--- config.mk ---
export PLATFORM = sky130hd
export DESIGN_NAME = hpdcache_sram_wbe_coalesce_1rw
export DESIGN_NICKNAME = d
export VERILOG_FILES = /design/src/rtl/hpdcache_sram_wbe_coalesce_1rw.sv
export SDC_FILE = /design/constraint.sdc
export NUM_CORES = 1
export LEC_CHECK = 0
export BUFFER_PORTS_ARGS = -buffer_cell sky130_fd_sc_hd__buf_2
export CAP_MARGIN = 20
export CORE_AREA = 2 2 114 116
export CTS_BUF_LIST = sky130_fd_sc_hd__clkbuf_8 sky130_fd_sc_hd__clkbuf_16
export DETAILED_ROUTE_END_ITERATION = 10
export DIE_AREA = 0 0 116 118
export PLACE_DENSITY = 0.83
export SYNTH_ARGS = -nofsm -noshare
export SYNTH_HDL_FRONTEND = slang
export SYNTH_SLANG_ARGS = --single-unit
--- constraint.sdc ---
create_clock -name clk -period 7.4 [get_ports clk]
set_input_delay 1.48 -clock clk [delete_from_list [all_inputs] [get_ports clk]]
set_output_delay 1.48 -clock clk [all_outputs]
set_load 0.1 [all_outputs]
--- src/rtl/hpdcache_sram_wbe_coalesce_1rw.sv ---
// Write-coalescing request stage in front of a 1RW byte-enable SRAM macro.
// A single-entry buffer absorbs partial writes, merges same-row writes,
// forwards its bytes into read data, and drains to the SRAM on an address
// change, an idle timeout or a flush request.
module hpdcache_sram_wbe_coalesce_1rw #(
    parameter int ADDR_SIZE     = 6,
    parameter int DATA_SIZE     = 64,
    parameter int NDATA         = 1,
    parameter int DRAIN_TIMEOUT = 4
) (
    input  logic                           clk,
    input  logic                           rst_n,

    input  logic                           req_valid_i,
    output logic                           req_ready_o,
    input  logic                           req_we_i,
    input  logic [ADDR_SIZE-1:0]           req_addr_i,
    input  logic [NDATA*DATA_SIZE-1:0]     req_wdata_i,
    input  logic [NDATA*DATA_SIZE/8-1:0]   req_be_i,

    output logic                           rsp_valid_o,
    output logic [NDATA*DATA_SIZE-1:0]     rsp_rdata_o,

    input  logic                           flush_i,
    output logic                           flush_done_o,

    output logic                           sram_cs_o,
    output logic                           sram_we_o,
    output logic [ADDR_SIZE-1:0]           sram_addr_o,
    output logic [NDATA*DATA_SIZE-1:0]     sram_wdata_o,
    output logic [NDATA*DATA_SIZE/8-1:0]   sram_wbe_o,
    input  logic [NDATA*DATA_SIZE-1:0]     sram_rdata_i
);

    localparam int WIDTH  = NDATA * DATA_SIZE;
    localparam int NBYTES = WIDTH / 8;
    localparam int CNT_W  = (DRAIN_TIMEOUT > 0) ? $clog2(DRAIN_TIMEOUT + 1) : 1;

    typedef enum logic {
        ST_RUN   = 1'b0,
        ST_FLUSH = 1'b1
    } state_t;

    // ------------------------------------------------------------------
    // State
    // ------------------------------------------------------------------
    state_t                 state_q;
    logic                   flush_pend_q;
    logic                   flush_done_q;

    logic                   wbuf_valid_q, wbuf_valid_d;
    logic [ADDR_SIZE-1:0]   wbuf_addr_q,  wbuf_addr_d;
    logic [WIDTH-1:0]       wbuf_data_q,  wbuf_data_d;
    logic [NBYTES-1:0]      wbuf_be_q,    wbuf_be_d;

    logic [CNT_W-1:0]       idle_cnt_q,   idle_cnt_d;

    logic                   rsp_valid_q;
    logic [WIDTH-1:0]       fwd_data_q;
    logic [NBYTES-1:0]      fwd_be_q;

    // ------------------------------------------------------------------
    // Request decode
    // ------------------------------------------------------------------
    logic                   req_acc;
    logic                   wr_acc;
    logic                   rd_acc;
    logic                   addr_hit;
    logic                   miss_drain;
    logic                   flush_drain;
    logic                   timeout_drain;
    logic                   drain;
    logic [WIDTH-1:0]       merge_data;

    // Requests are only taken in RUN and never while reset is asserted.
    assign req_ready_o = rst_n & (state_q == ST_RUN);
    assign req_acc     = req_valid_i & req_ready_o;

    // A write with no byte enabled carries nothing; treating it as a no-op
    // keeps the entry from ever holding an all-zero byte mask.
    assign wr_acc      = req_acc & req_we_i & (|req_be_i);
    assign rd_acc      = req_acc & ~req_we_i;
    assign addr_hit    = wbuf_valid_q & (req_addr_i == wbuf_addr_q);

    // Drain sources. They are mutually exclusive with a read: a miss drain
    // needs an accepted write, a timeout drain needs an idle cycle, and a
    // flush drain happens while requests are blocked.
    assign miss_drain  = wr_acc & wbuf_valid_q & ~addr_hit;
    assign flush_drain = flush_pend_q & wbuf_valid_q;
    assign drain       = rst_n & (miss_drain | flush_drain | timeout_drain);

    // Byte-wise merge of an incoming write over the buffered word, and of
    // forwarded bytes over SRAM read data.
    generate
        for (genvar gi = 0; gi < NBYTES; gi++) begin : g_byte
            assign merge_data[gi*8 +: 8]  = req_be_i[gi] ? req_wdata_i[gi*8 +: 8]
                                                         : wbuf_data_q[gi*8 +: 8];
            assign rsp_rdata_o[gi*8 +: 8] = fwd_be_q[gi] ? fwd_data_q[gi*8 +: 8]
                                                         : sram_rdata_i[gi*8 +: 8];
        end
    endgenerate

    // ------------------------------------------------------------------
    // Idle timeout
    // ------------------------------------------------------------------
    generate
        if (DRAIN_TIMEOUT > 0) begin : g_timeout
            localparam logic [CNT_W-1:0] CNT_MAX  = CNT_W'(DRAIN_TIMEOUT);
            localparam logic [CNT_W-1:0] CNT_LAST = CNT_W'(DRAIN_TIMEOUT - 1);

            // The idle cycle that brings the count to DRAIN_TIMEOUT drains.
            assign timeout_drain = ~req_acc & wbuf_valid_q & (idle_cnt_q >= CNT_LAST);

            // Count consecutive idle cycles, saturating; restart on activity
            // or on a timeout drain.
            always_comb begin
                idle_cnt_d = idle_cnt_q;
                if (req_acc || timeout_drain) begin
                    idle_cnt_d = '0;
                end else if (idle_cnt_q < CNT_MAX) begin
                    idle_cnt_d = idle_cnt_q + 1'b1;
                end
            end
        end else begin : g_no_timeout
            assign timeout_drain = 1'b0;

            // Auto-drain disabled: the counter stays parked at zero.
            always_comb begin
                idle_cnt_d = '0;
            end
        end
    endgenerate

    // ------------------------------------------------------------------
    // Write buffer next state
    // ------------------------------------------------------------------
    // Drain empties the entry first; an accepted write then merges (hit) or
    // reloads it (empty or miss) in the same cycle.
    always_comb begin
        wbuf_valid_d = wbuf_valid_q;
        wbuf_addr_d  = wbuf_addr_q;
        wbuf_data_d  = wbuf_data_q;
        wbuf_be_d    = wbuf_be_q;

        if (drain) begin
            wbuf_valid_d = 1'b0;
            wbuf_be_d    = '0;
        end

        if (wr_acc) begin
            if (addr_hit) begin
                wbuf_data_d = merge_data;
                wbuf_be_d   = wbuf_be_q | req_be_i;
            end else begin
                wbuf_valid_d = 1'b1;
                wbuf_addr_d  = req_addr_i;
                wbuf_data_d  = req_wdata_i;
                wbuf_be_d    = req_be_i;
            end
        end
    end

    // ------------------------------------------------------------------
    // SRAM port
    // ------------------------------------------------------------------
    // One access per cycle: either a drain write of the buffered entry or
    // the read of an accepted read request.
    always_comb begin
        sram_cs_o    = 1'b0;
        sram_we_o    = 1'b0;
        sram_addr_o  = req_addr_i;
        sram_wdata_o = wbuf_data_q;
        sram_wbe_o   = wbuf_be_q;
        if (drain) begin
            sram_cs_o   = 1'b1;
            sram_we_o   = 1'b1;
            sram_addr_o = wbuf_addr_q;
        end else if (rst_n && rd_acc) begin
            sram_cs_o   = 1'b1;
            sram_addr_o = req_addr_i;
        end
    end

    // ------------------------------------------------------------------
    // Sequential logic
    // ------------------------------------------------------------------
    // Control state of the buffer, idle counter and read response; a
    // buffered write is intentionally lost on reset.
    always_ff @(posedge clk) begin
        if (!rst_n) begin
            wbuf_valid_q <= 1'b0;
            wbuf_be_q    <= '0;
            idle_cnt_q   <= '0;
            rsp_valid_q  <= 1'b0;
            fwd_be_q     <= '0;
        end else begin
            wbuf_valid_q <= wbuf_valid_d;
            wbuf_be_q    <= wbuf_be_d;
            idle_cnt_q   <= idle_cnt_d;
            rsp_valid_q  <= rd_acc;
            if (rd_acc) begin
                fwd_be_q <= addr_hit ? wbuf_be_q : '0;
            end
        end
    end

    // Payload registers need no reset: they are qualified by valid/be.
    always_ff @(posedge clk) begin
        wbuf_addr_q <= wbuf_addr_d;
        wbuf_data_q <= wbuf_data_d;
        if (rd_acc) begin
            fwd_data_q <= wbuf_data_q;
        end
    end

    // RUN/FLUSH sequencer; flush_done is registered so it is high exactly
    // during the single FLUSH cycle.
    always_ff @(posedge clk) begin
        if (!rst_n) begin
            state_q      <= ST_RUN;
            flush_pend_q <= 1'b0;
            flush_done_q <= 1'b0;
        end else begin
            case (state_q)
                ST_RUN: begin
                    if (flush_i) begin
                        state_q      <= ST_FLUSH;
                        flush_pend_q <= 1'b1;
                        flush_done_q <= 1'b1;
                    end else begin
                        flush_done_q <= 1'b0;
                    end
                end
                ST_FLUSH: begin
                    state_q      <= ST_RUN;
                    flush_pend_q <= 1'b0;
                    flush_done_q <= 1'b0;
                end
                default: begin
                    state_q      <= ST_RUN;
                    flush_pend_q <= 1'b0;
                    flush_done_q <= 1'b0;
                end
            endcase
        end
    end

    assign rsp_valid_o  = rsp_valid_q;
    assign flush_done_o = flush_done_q;

endmodule

==> results of run 1 <==
## cell families after synthesis
kind of cell	Yosys count
XOR/XNOR	7
flip-flops	157
adder cells (fa/ha/maj)	2
multiplexers	71
buffers and inverters	17
AND/OR/NAND/NOR	40
AO/OA/AOI/OAI	33
## cell usage after synthesis (2+ instances only)
cell,count,area (sq um)
o21a_1,10,75.1
nor2_1,2,7.51
nand2_1,12,45.0
mux2_4,6,90.1
a21oi_1,3,15.0
and2_1,3,18.8
ha_1,2,25.0
xnor2_1,2,17.5
xor2_1,5,43.8
edfxtp_1,134,4020
nor4_1,2,12.5
dfxtp_1,23,460
a22o_1,8,70.1
and3_1,3,18.8
a21boi_0,7,52.6
mux2_2,64,721
clkbuf_1,11,41.3
nand3_1,11,55.1
inv_1,2,7.51
nand2b_1,3,18.8
## cell usage in the layout, fill, tap and decap left out, types with 2 or more instances in the layout
| master | instances |
|---|---|
| nor4_1 | 2 |
| and3_1 | 3 |
| o21a_1 | 10 |
| xor2_1 | 5 |
| clkinv_1 | 3 |
| clkinvlp_4 | 2 |
| bufinv_16 | 6 |
| buf_2 | 293 |
| ha_1 | 2 |
| nor2_1 | 2 |
| nand2_1 | 12 |
| xnor2_1 | 2 |
| nand2b_1 | 3 |
| nand3_1 | 11 |
| mux2_2 | 64 |
| and2_1 | 3 |
| dfxtp_1 | 23 |
| mux2_4 | 6 |
| a21oi_1 | 2 |
| clkbuf_16 | 17 |
| a21boi_0 | 7 |
| a22o_1 | 8 |
| inv_1 | 4 |
| edfxtp_1 | 134 |
## registers in the layout, indices dropped and copies added (netlist names)
| name | flops |
|---|---|
| rsp_valid_o | 1 |
| fwd_data_q | 64 |
| fwd_be_q | 8 |
| sram_wbe_o | 8 |
| wbuf_addr_q | 6 |
| flush_done_o | 1 |
| flush_pend_q | 1 |
| wbuf_valid_q | 1 |
| idle_cnt_q | 3 |
| sram_wdata_o | 64 |
## layout make-up
class	count	area, sq um
flip-flops and latches	157	4480
clock buffers	17	425
well taps	172	215
diodes	1	2.50
inverters	3	11.3
fillers	900	4190
repair buffers	294	1470
multi-input cells	153	1380
clock inverters	15	228
## per-stage QoR
step | worst slack (ns) | util [%]
2_1_floorplan | 2.33 | -
3_3_place_gp | 2.18 | 61.0
3_5_place_dp | 2.15 | 61.0
4_1_cts | 2.14 | 66.2
5_1_grt | 1.93 | 66.2
6_report | 2.11 | 66.2
## final timing paths
path / endpoint / slack [ns] / cells after the start
hold reg to reg: fwd_data_q[38]$_DFFE_PP_ / 0.44 / 0
setup / recovery: sram_addr_o[0] / 2.11 / 7
setup reg to reg: fwd_data_q[34]$_DFFE_PP_ / 4.83 / 5
hold / removal: fwd_data_q[38]$_DFFE_PP_ / 0.44 / 0
## critical path, delay by kind of cell
family	cells	cell delay, ns
AO/OA/AOI/OAI	2	0.69
buffers and inverters	2	0.54
multiplexers	1	0.25
AND/OR/NAND/NOR	2	0.85
## power by group
part	switching [W]	total (W)	internal, W
registers	0.0000105	0.000995	0.000985
clock network	0.000323	0.000949	0.000626
logic	0.000293	0.000365	0.0000717
## metal layers
| layer | routed length [um] | vias to the layer above | track usage (%) |
|---|---|---|---|
| li1 | - | 1854 | - |
| met1 | 5370 | 1906 | 22.4 |
| met2 | 7370 | 176 | 35.5 |
| met3 | 975 | 24 | 5.66 |
| met5 | 0 | - | 0 |
| met4 | 347 | 0 | 9.08 |
==> flow_metrics.env, run 1 <==
export IMPL_worstMarginPinSlew_ns=0.829
export IMPL_hpwl_um=10900
export IMPL_cts_resized_gates=0
export IMPL_postRouteWirelength_um=14100
export IMPL_synth_top_family_by_area="multiplexers"
export IMPL_cts_sinks=157
export IMPL_antenna_found_initial=1
export IMPL_postRouteAntennaNets=0
export IMPL_crit_slowest_cell="nor4_1"
export IMPL_crit_start="req_be_i[5]"
export IMPL_power_density_nw_per_um2=281
export IMPL_cp_common_cell="buf_2"
export IMPL_dp_cells=779
export IMPL_synth_mux_area_fraction_pct=13.8
export IMPL_rsz0062_at_grt="false"
export IMPL_grt_overflow=0
export IMPL_async_flop_share_pct=0
export IMPL_io_buffers=293
export IMPL_syn_nets=476
export IMPL_cts_tree="built"
export IMPL_synthXorXnorAreaFrac_pct=1.03
export IMPL_synth_area_sq_um=5940
export IMPL_holdBufCountCts=0
export IMPL_gr_usage_all_layers_pct=20.2
export IMPL_routedWlPerCell_um=17.3
export IMPL_rows=41
export IMPL_path_class="in2out"
export IMPL_die_h_um=118
export IMPL_drc=0
export IMPL_htreeDepth=4
export IMPL_root_buffer="clkbuf_16"
export IMPL_placed_cell_area_sq_um=7570
export IMPL_period_share_pct=71.5
export IMPL_final_layout_size_suffix_gt1_share_pct=61.8
export IMPL_area_delta_synth_final_pct=38.5
export IMPL_leakagePower_nw=3.40
export IMPL_grt_pass1_wl_um=20500
export IMPL_numCtsBuffers=17
export IMPL_post_cts_buffers=0
export IMPL_cp_max_fo=20
export IMPL_synth_cells=327
export IMPL_synth_seq_cells=157
export IMPL_clk_transition_reported_paths_ns=0.06
export IMPL_io_pins=294
export IMPL_vdd_drop_max_uv=242
export IMPL_synth_adder_area_share_pct=0.421
export IMPL_grt_start_max_net_pins=39
export IMPL_synth_edff_count=134
export IMPL_synth_simple_area_share_pct=3.71
export IMPL_cp_cell_sequence="buf_2, nor4_1, a21oi_2, and3_1, a21bo_1, mux2_4, buf_2"
export IMPL_synth_seq_area_share_pct=75.5
export IMPL_status="finished, final reports clean"
export IMPL_final_hold_viol_count=0
export IMPL_min_from="sram_wdata_o[38]$_DFFE_PP_"
export IMPL_slew_headroom_pct=44.8
export IMPL_drt_iter0_drc=209
export IMPL_dieArea_sq_um=13700
export IMPL_finalInstanceArea_sq_um=8220
export IMPL_fin_crit_ns=5.29
export IMPL_vias=3960
export IMPL_hold_ws_ns=0.442
export IMPL_arrival_ns=3.81
export IMPL_end_kind="output port"
export IMPL_required_ns=5.92
export IMPL_synthDistinctLibCells=34
export IMPL_cap_violations=0
export IMPL_core_area_sq_um=12400
export IMPL_max_stage_delay_ns=0.56
export IMPL_dr_pass1_iters=4
export IMPL_gp_congestion=0.809
export IMPL_setup_violations=0
export IMPL_synth_compound_area_share_pct=4.26
export IMPL_synth_flop_cell="edfxtp_1"
export IMPL_synth_area_per_cell_sq_um=18.2
export IMPL_tns_ns=0
export IMPL_skew_ns=0.00386
export IMPL_fmax_mhz=189
export IMPL_r2r_start="flush_done_o$_SDFF_PP0_"
export IMPL_nets=775
export IMPL_hold_class="reg2reg"
export IMPL_viasPerCell=4.88
export IMPL_initial_core_util_pct=47.8
export IMPL_finalNonFillerCells=812
export IMPL_yosysWarnings=0
export IMPL_drv_slew=0
export IMPL_crit_path_start_kind="input port"
export IMPL_worstSkewPairLatency_ns=0.41
export IMPL_clockBufferDepth=2
export IMPL_finalPower_w=0.00231
export IMPL_grt_pass1_vias=3914
export IMPL_die_width_um=116
(Power assumes the default switching activity.)
==> run 2: changes to the inputs <==
- CORE_AREA: 2 2 114 116 -> unset
- CORE_ASPECT_RATIO: unset -> 2
- CORE_UTILIZATION: unset -> 41
- DIE_AREA: 0 0 116 118 -> unset
- PLACE_DENSITY: 0.83 -> 0.76
- clock period: 7.4 -> 4.8 ns (I/O delays scaled with it)
==> flow_metrics.env, run 2 (synthesis results as in run 1) <==
export IMPL_layout_commonest_cell="buf_2"
export IMPL_max_stage_delay_ns=0.45
export IMPL_cts_tree="built"
export IMPL_crit_buf_inv=2
export IMPL_post_cts_buffers=0
export IMPL_crit_slowest_cell="nor4_1"
export IMPL_initial_core_util_pct=42.3
export IMPL_grt_start_max_net_pins=50
export IMPL_arrival_ns=2.87
export IMPL_rows=61
export IMPL_grt_pass1_vias=4028
export IMPL_r2r_setup_slack_ns=2.55
export IMPL_path_class="in2out"
export IMPL_holdBufCountCts=0
export IMPL_gp_congestion=0.864
export IMPL_seq_area_sq_um=4480
export IMPL_required_ns=3.84
export IMPL_cp_common_cell="buf_2"
export IMPL_cts_sinks=157
export IMPL_root_buffer="clkbuf_16"
export IMPL_cp_max_fo=8
export IMPL_drv_slew=0
export IMPL_hold_class="reg2reg"
export IMPL_die_h_um=172
export IMPL_htreeDepth=4
export IMPL_drt_iter0_drc=112
export IMPL_hpwl_um=12100
export IMPL_routedWlPerCell_um=18.5
export IMPL_grt_pass1_wl_um=21500
export IMPL_gr_usage_all_layers_pct=20.0
export IMPL_worstMarginPinSlew_ns=0.601
export IMPL_worstSkewPairLatency_ns=0.42
export IMPL_vias=4044
export IMPL_fmax_mhz=261
export IMPL_power_density_nw_per_um2=416
export IMPL_die_width_um=87.1
export IMPL_nFillCells=1185
export IMPL_cp_cell_sequence="buf_2, nor4_1, a21oi_2, and3_1, a21bo_1, mux2_4, buf_2"
export IMPL_postRouteWirelength_um=15400
export IMPL_io_pins=294
export IMPL_slew_headroom_pct=59.7
export IMPL_drc=0
export IMPL_final_cell_mix="293 x buf_2, 134 x edfxtp_1, 64 x mux2_2"
export IMPL_fin_crit_ns=3.83
export IMPL_r2r_end="fwd_data_q[11]$_DFFE_PP_"
export IMPL_area_delta_synth_final_pct=38.2
export IMPL_final_hold_viol_count=0
export IMPL_rsz0062_at_grt="false"
export IMPL_clk_transition_reported_paths_ns=0.07
export IMPL_viasPerCell=4.88
export IMPL_pre_cts_ws_ns=0.986
export IMPL_multi_input_area_sq_um=1380
export IMPL_cts_resized_gates=0
export IMPL_min_from="sram_wdata_o[27]$_DFFE_PP_"
export IMPL_final_layout_size_suffix_gt1_share_pct=62.5
export IMPL_end_kind="output port"
export IMPL_period_share_pct=79.8
export IMPL_cap_violations=0
export IMPL_skew_ns=0.0130
export IMPL_r2r_start="flush_done_o$_SDFF_PP0_"
export IMPL_crit_path_start_kind="input port"
export IMPL_vdd_drop_max_uv=237
export IMPL_io_buffers=293
export IMPL_dr_pass1_iters=5
export IMPL_postRouteAntennaNets=0
export IMPL_setup_violations=0
export IMPL_clockBufferDepth=2
export IMPL_reg2reg_depth=5
export IMPL_status="finished, final reports clean"
export IMPL_grt_overflow=0
export IMPL_dieArea_sq_um=15000
export IMPL_numCtsBuffers=17
export IMPL_leakagePower_nw=3.38
export IMPL_antenna_found_initial=0
export IMPL_worst_hold_path_endpoint="fwd_data_q[27]$_DFFE_PP_"
export IMPL_nets=776
export IMPL_antenna_cells=0
export IMPL_tns_ns=0
export IMPL_whs_path_depth=0
export IMPL_setup_ws_ns=0.970
export IMPL_cpLargestDelayFamily="simple AND/OR/NAND/NOR gates"
export IMPL_core_area_sq_um=14000
## run 2: changes by cell type in the layout (fill, tap and decap cells not counted)
cell        change
bufinv_16       -6
inv_8           +5
clkinv_8        +4
inv_6           +4
clkinv_1        -2
inv_1           -2
buf_12          +1
clkinv_2        -1
clkinv_4        -1
clkinvlp_4      -1
diode_2         -1
## run 2: power breakdown
part,switching [W],internal [W],leakage [nW]
Sequential,0.0000177,0.00152,1.41
Clock,0.000608,0.000701,0.287
Combinational,0.000456,0.000112,1.68
## run 2: layer usage
layer / track usage (%) / share of wire, % / up-vias
met4: 10.5 / 3.4 / 0
li1: - / - / 1862
met1: 20.4 / 35 / 1944
met2: 36.7 / 56 / 198
met3: 5.20 / 6.0 / 40
met5: 0 / 0 / -
## run 2: through the flow
stage | instances | util [%] | power (W) | instance area [sq um] | hold slack (ns)
3_5_place_dp | 797 | 54.2 | 0.00213 | 7610 | 0.427
4_1_cts | 829 | 58.4 | 0.00344 | 8200 | 0.442
5_1_grt | 829 | 58.4 | 0.00351 | 8200 | 0.453
2_1_floorplan | 327 | - | 0.00200 | 5940 | 0.445
3_3_place_gp | 797 | 54.2 | 0.00212 | 7610 | 0.424
6_report | 829 | 58.4 | 0.00341 | 8200 | 0.443
## run 2: worst max path at each step
stage,start,to,slack [ns],cells after the start
6_report,req_be_i[3],sram_addr_o[0],0.97,7
5_1_grt,req_be_i[3],sram_addr_o[0],0.91,7
4_1_cts,req_be_i[3],sram_addr_o[4],0.98,7
3_5_place_dp,req_be_i[3],sram_addr_o[0],0.99,7
3_3_place_gp,req_be_i[3],sram_addr_o[5],1.09,7
2_1_floorplan,rst_n,sram_cs_o,0.77,5
## run 2: final cells by class
| type | count | share of cell area, % |
|---|---|---|
| Clock buffer | 17 | 5.19 |
| Clock inverter | 15 | 2.04 |
| Multi-Input combinational cell | 153 | 16.9 |
| Sequential cell | 157 | 54.7 |
| Tap cell | 189 | 2.88 |
| Inverter | 3 | 0.137 |
| Timing Repair Buffer | 295 | 18.2 |
